### config.mk
export PLATFORM = sky130hd
export DESIGN_NAME = shift_add_mult
export DESIGN_NICKNAME = d
export VERILOG_FILES = /design/src/rtl/mult_pkg.sv /design/src/rtl/ripple_adder_w.sv /design/src/rtl/shift_add_mult.sv
export SDC_FILE = /design/constraint.sdc
export NUM_CORES = 1
export LEC_CHECK = 0
export CORE_ASPECT_RATIO = 1.1
export CORE_MARGIN = 10
export CORE_UTILIZATION = 56
export CTS_CLUSTER_DIAMETER = 120
export DETAILED_ROUTE_END_ITERATION = 8
export PLACE_DENSITY = 0.83
export SYNTH_ARGS = -nofsm -noshare
export SYNTH_HDL_FRONTEND = slang
export SYNTH_SLANG_ARGS = --single-unit
export TNS_END_PERCENT = 20
### constraint.sdc
create_clock -name clk -period 3.5 [get_ports clk]
set_clock_uncertainty 0.05 [all_clocks]
set_input_delay 0.7 -clock clk [delete_from_list [all_inputs] [get_ports clk]]
set_output_delay 0.7 -clock clk [all_outputs]
set_load 0.01 [all_outputs]
### src/rtl/mult_pkg.sv
// Shared definitions for the shift-and-add multiplier: FSM state encoding and counter sizing.
package mult_pkg;

   typedef enum logic [1:0] {
      S_IDLE = 2'd0,
      S_RUN  = 2'd1,
      S_DONE = 2'd2
   } state_e;

   // Step counter must hold 0..WIDTH-1 with one spare bit so it never wraps mid-op.
   function automatic int unsigned cnt_width(input int unsigned w);
      return $clog2(w) + 1;
   endfunction

endpackage

### src/rtl/ripple_adder_w.sv
// WIDTH-bit combinational ripple-carry adder; per-cycle datapath of the multiplier.
module ripple_adder_w #(
   parameter int unsigned WIDTH = 4
) (
   input  logic [WIDTH-1:0] a,
   input  logic [WIDTH-1:0] b,
   input  logic             cin,
   output logic [WIDTH-1:0] sum,
   output logic             cout
);

   logic [WIDTH:0] carry;

   always_comb begin
      sum      = '0;
      carry    = '0;
      carry[0] = cin;
      for (int i = 0; i < int'(WIDTH); i++) begin
         sum[i]     = a[i] ^ b[i] ^ carry[i];
         carry[i+1] = (a[i] & b[i]) | (carry[i] & (a[i] ^ b[i]));
      end
      cout = carry[WIDTH];
   end

endmodule

### src/rtl/shift_add_mult.sv
// Sequential unsigned WIDTH x WIDTH shift-and-add multiplier with valid/ready handshakes.
// Optional MULT_ZERO_BYPASS_EN: zero operands skip the RUN phase and finish with product 0.
module shift_add_mult
   import mult_pkg::*;
#(
   parameter int unsigned WIDTH = 4
) (
   input  logic                 clk,
   input  logic                 rst_n,
   input  logic                 in_valid,
   output logic                 in_ready,
   input  logic [WIDTH-1:0]     a,
   input  logic [WIDTH-1:0]     b,
   output logic                 out_valid,
   input  logic                 out_ready,
   output logic [2*WIDTH-1:0]   product
);

   localparam int unsigned CW = cnt_width(WIDTH);
   localparam int unsigned PW = 2 * WIDTH;

   state_e           state_q, state_d;
   logic [WIDTH-1:0] mcand_q, mcand_d;
   logic [WIDTH-1:0] hi_q, hi_d;
   logic [WIDTH-1:0] lo_q, lo_d;
   logic [CW-1:0]    cnt_q, cnt_d;
   logic             in_ready_q, in_ready_d;
   logic             out_valid_q, out_valid_d;
   logic [PW-1:0]    product_q, product_d;

   logic [WIDTH-1:0] add_sum;
   logic             add_cout;
   logic [WIDTH-1:0] hi_n_c;
   logic             carry_c;
   logic [WIDTH-1:0] hi_step_c;
   logic [WIDTH-1:0] lo_step_c;

   ripple_adder_w #(.WIDTH(WIDTH)) u_adder (
      .a    (hi_q),
      .b    (mcand_q),
      .cin  (1'b0),
      .sum  (add_sum),
      .cout (add_cout)
   );

   // Add the multiplicand only when the current multiplier bit is set, then shift {c,hi,lo} right.
   always_comb begin
      hi_n_c    = hi_q;
      carry_c   = 1'b0;
      if (lo_q[0]) begin
         hi_n_c  = add_sum;
         carry_c = add_cout;
      end
      hi_step_c = {carry_c, hi_n_c[WIDTH-1:1]};
      lo_step_c = {hi_n_c[0], lo_q[WIDTH-1:1]};
   end

   always_comb begin
      state_d     = state_q;
      mcand_d     = mcand_q;
      hi_d        = hi_q;
      lo_d        = lo_q;
      cnt_d       = cnt_q;
      in_ready_d  = in_ready_q;
      out_valid_d = out_valid_q;
      product_d   = product_q;

      case (state_q)
         S_IDLE: begin
            if (in_valid && in_ready_q) begin
               mcand_d    = a;
               lo_d       = b;
               hi_d       = '0;
               cnt_d      = '0;
               in_ready_d = 1'b0;
               state_d    = S_RUN;
`ifdef MULT_ZERO_BYPASS_EN
               if ((a == '0) || (b == '0)) begin
                  product_d = '0;
                  state_d   = S_DONE;
               end
`endif
            end
         end
         S_RUN: begin
            hi_d  = hi_step_c;
            lo_d  = lo_step_c;
            cnt_d = cnt_q + CW'(1);
            if (cnt_q == CW'(WIDTH - 1)) begin
               product_d   = {hi_step_c, lo_step_c};
               out_valid_d = 1'b1;
               state_d     = S_DONE;
            end
         end
         S_DONE: begin
            // On the bypass path out_valid rises one cycle after entering DONE.
            out_valid_d = 1'b1;
            if (out_valid_q && out_ready) begin
               out_valid_d = 1'b0;
               in_ready_d  = 1'b1;
               state_d     = S_IDLE;
            end
         end
         default: begin
            out_valid_d = 1'b0;
            in_ready_d  = 1'b1;
            state_d     = S_IDLE;
         end
      endcase
   end

   always_ff @(posedge clk or negedge rst_n) begin
      if (!rst_n) begin
         state_q     <= S_IDLE;
         mcand_q     <= '0;
         hi_q        <= '0;
         lo_q        <= '0;
         cnt_q       <= '0;
         in_ready_q  <= 1'b1;
         out_valid_q <= 1'b0;
         product_q   <= '0;
      end else begin
         state_q     <= state_d;
         mcand_q     <= mcand_d;
         hi_q        <= hi_d;
         lo_q        <= lo_d;
         cnt_q       <= cnt_d;
         in_ready_q  <= in_ready_d;
         out_valid_q <= out_valid_d;
         product_q   <= product_d;
      end
   end

   assign in_ready  = in_ready_q;
   assign out_valid = out_valid_q;
   assign product   = product_q;

endmodule

==> reports/summary.txt <==
status -> finished clean
global route total overflow -> 0
cell area after synthesis -> 0.00139 mm2
Max Cap Viol -> 0
Inst Count DP -> 160
hold slack -> 0.447 ns
power per cell area -> 822 mW/mm2
Final TNS setup -> 0 ns
Yosys top cell by area -> dfrtp_1
largest net degree at the start of global routing -> 28
CTS Root Cell -> clkbuf_4
register bit total from synthesis -> 27
final net count -> 156
Layout Cells excl Fill -> 164
Rows -> 18
top cells by count, synth -> dfrtp_1 (26), mux2_2 (12), inv_1 (11)
cts hold-fix bufs -> 0
top-count cell post-synth -> dfrtp_1
RR Startpoint -> hi_q[0]
CTS buffer count -> 3
synth top area cells -> dfrtp_1 (47%), mux2_2 (9.7%), ha_1 (5.4%), fa_1 (4.3%), mux2_4 (3.2%)
final core occ -> 70.6%
routed wire length -> 2.48 mm
maximum vdd drop -> 0.000493 V
Reg area -> 677 um2
Worst EP required -> 3.66 ns
Hold Path Stages -> 2
Worst Tran Pin Value -> 0.531 ns
Synth top area share -> 46.8%
Cell variety after synth -> 35
Startpoint Class -> register
Clock Path Buffers -> 2
Rel. slew slack -> 64.6%
H-tree Lvls -> 1
Vias per Instance -> 5.43
Final min period -> 2.27 ns
GPL Wtd Cong -> 0.764
postcts setup bufs -> 0
Top Ports -> 22
fillcell total -> 171
Initial DRT Pass Iterations -> 4
worst hold start -> product[6]
DRC -> 0
clock transition at the registers of the reported paths -> 0.14 ns
routed len/inst -> 15.1 um
Critical Path Fanout Max -> 3
placed cell areas -> 0.00161 mm2
area of the multi-input gates -> 637 um2
RSZ-0062 raised after global routing -> false
Setup Crit Path Kind -> register to register
Slew Limit Fails -> 0
first-pass GRT wire length -> 4.35 mm
count of final hold-check violations -> 0
Seq/Total Area, Yosys -> 48.7%
number of DRC markers in iteration 0 -> 55
share of layout cells above drive strength 1 -> 20.1%
WHS Endpoint -> product[6]
worst skew pair latency -> 0.31 ns
Final period util -> 64.9%
vias in the first global route -> 983
antenna viol nets, final -> 0
r2r worst-path depth -> 8
DIE HEIGHT -> 72.3 um
Setup crit end kind -> register
number of enable flip-flop cells after synthesis -> 0
CTS tree -> built
Synth Area per Inst -> 12.4 um2
global-route total usage across every layer -> 11.2%
area delta synth->final -> 17.8%
antenna cells -> 0
Die W -> 67.5 um
FFs w/ async S/R, synth -> 100%
initial antenna violation count -> 0
yosys warns -> 0
worst reg2reg endpoint -> product[6]
Reg2Reg Setup Slack -> 1.23 ns
Post-Synthesis Cells -> 112
IO Port Bufs -> 21
Final HPWL DP -> 1.99 mm
post-cts resize count -> 0
routed vias -> 890
Post-Syn Nets -> 133
LEAKAGE -> 0.733 nW
setup violators final -> 0
Data arrival, critical path -> 2.43 ns
Synth Flop Type -> dfrtp_1
die area -> 0.00488 mm2
Initial Util -> 59.9%
Worst Hold Class -> register to register
core area -> 0.00232 mm2
# clock sinks -> 27
Final Instance Area -> 0.00164 mm2
Max Freq -> 0.440 GHz
## layout by cell type (no fill, tap or decap), types with 2 or more instances in the layout
master           count
inv_1               11
clkdlybuf4s50_1     21
fa_1                 3
mux2_4               3
clkbuf_4             3
mux2i_1              2
nor2b_1              2
nor2_1               2
nand2_1              9
o21ai_0              6
o2bb2ai_1            5
dfrtp_1             26
ha_1                 6
mux2_2              12
o21ai_1              2
## registers in the layout, summed over array words and instances (netlist names)
register	count
cnt_q	3
hi_q	4
in_ready	1
lo_q	4
mcand_q	4
out_valid	1
product	8
state_q	2
## metrics by stage
stage	total power, mW	setup WS, ns
floorplan	1.03	1.37
global placement	1.20	1.28
detailed placement	1.23	1.23
CTS	1.36	1.21
global route	1.46	1.13
finish	1.35	1.23
## final cells by class
class,instances,share of cell area [%]
flip-flops and latches,27,41.3
multi-input cells,70,38.9
repair buffers,22,13.3
inverters,11,2.52
well taps,30,2.29
clock buffers,3,1.38
clock inverters,1,0.306
## power breakdown
part           internal (mW)  total, mW  switching [mW]
logic                  0.358      0.666           0.309
registers              0.450      0.550           0.100
clock network         0.0427      0.129          0.0862
## per-layer routing
metal  share of wire, %  global-route usage [%]  vias up
li1                   -                       -      438
met5                  0                       0        -
met4               0.52                    2.74        0
met2                 50                    19.1       18
met1                 42                    13.0      432
met3                7.1                    3.99        2
## kinds of logic after synthesis
family	count (synthesis)	synth area share, %
flops	27	48.7
simple gates	20	8.19
mux	17	14.4
compound gates	24	13.5
fa+ha+maj	9	9.72
buf+inv	15	5.49
## worst max-delay path by stage
stage	start	endpoint	depth (start not counted)
after floorplan	hi_q[0]	product[6]	8
after global placement	in_valid	lo_q[1]	4
after detailed placement	hi_q[0]	product[6]	8
after CTS	hi_q[0]	product[6]	8
after global routing	hi_q[0]	product[6]	8
final	hi_q[0]	product[6]	8
## critical path, cell delays in order, from the launching register on
cell and delay [ns]:
dfrtp_1 0.40, ha_1 0.15, inv_1 0.05, fa_1 0.37, fa_1 0.36, inv_1 0.07, fa_1 0.41, mux2i_1 0.20
o21ai_0 0.11
(Power assumes the default switching activity.)
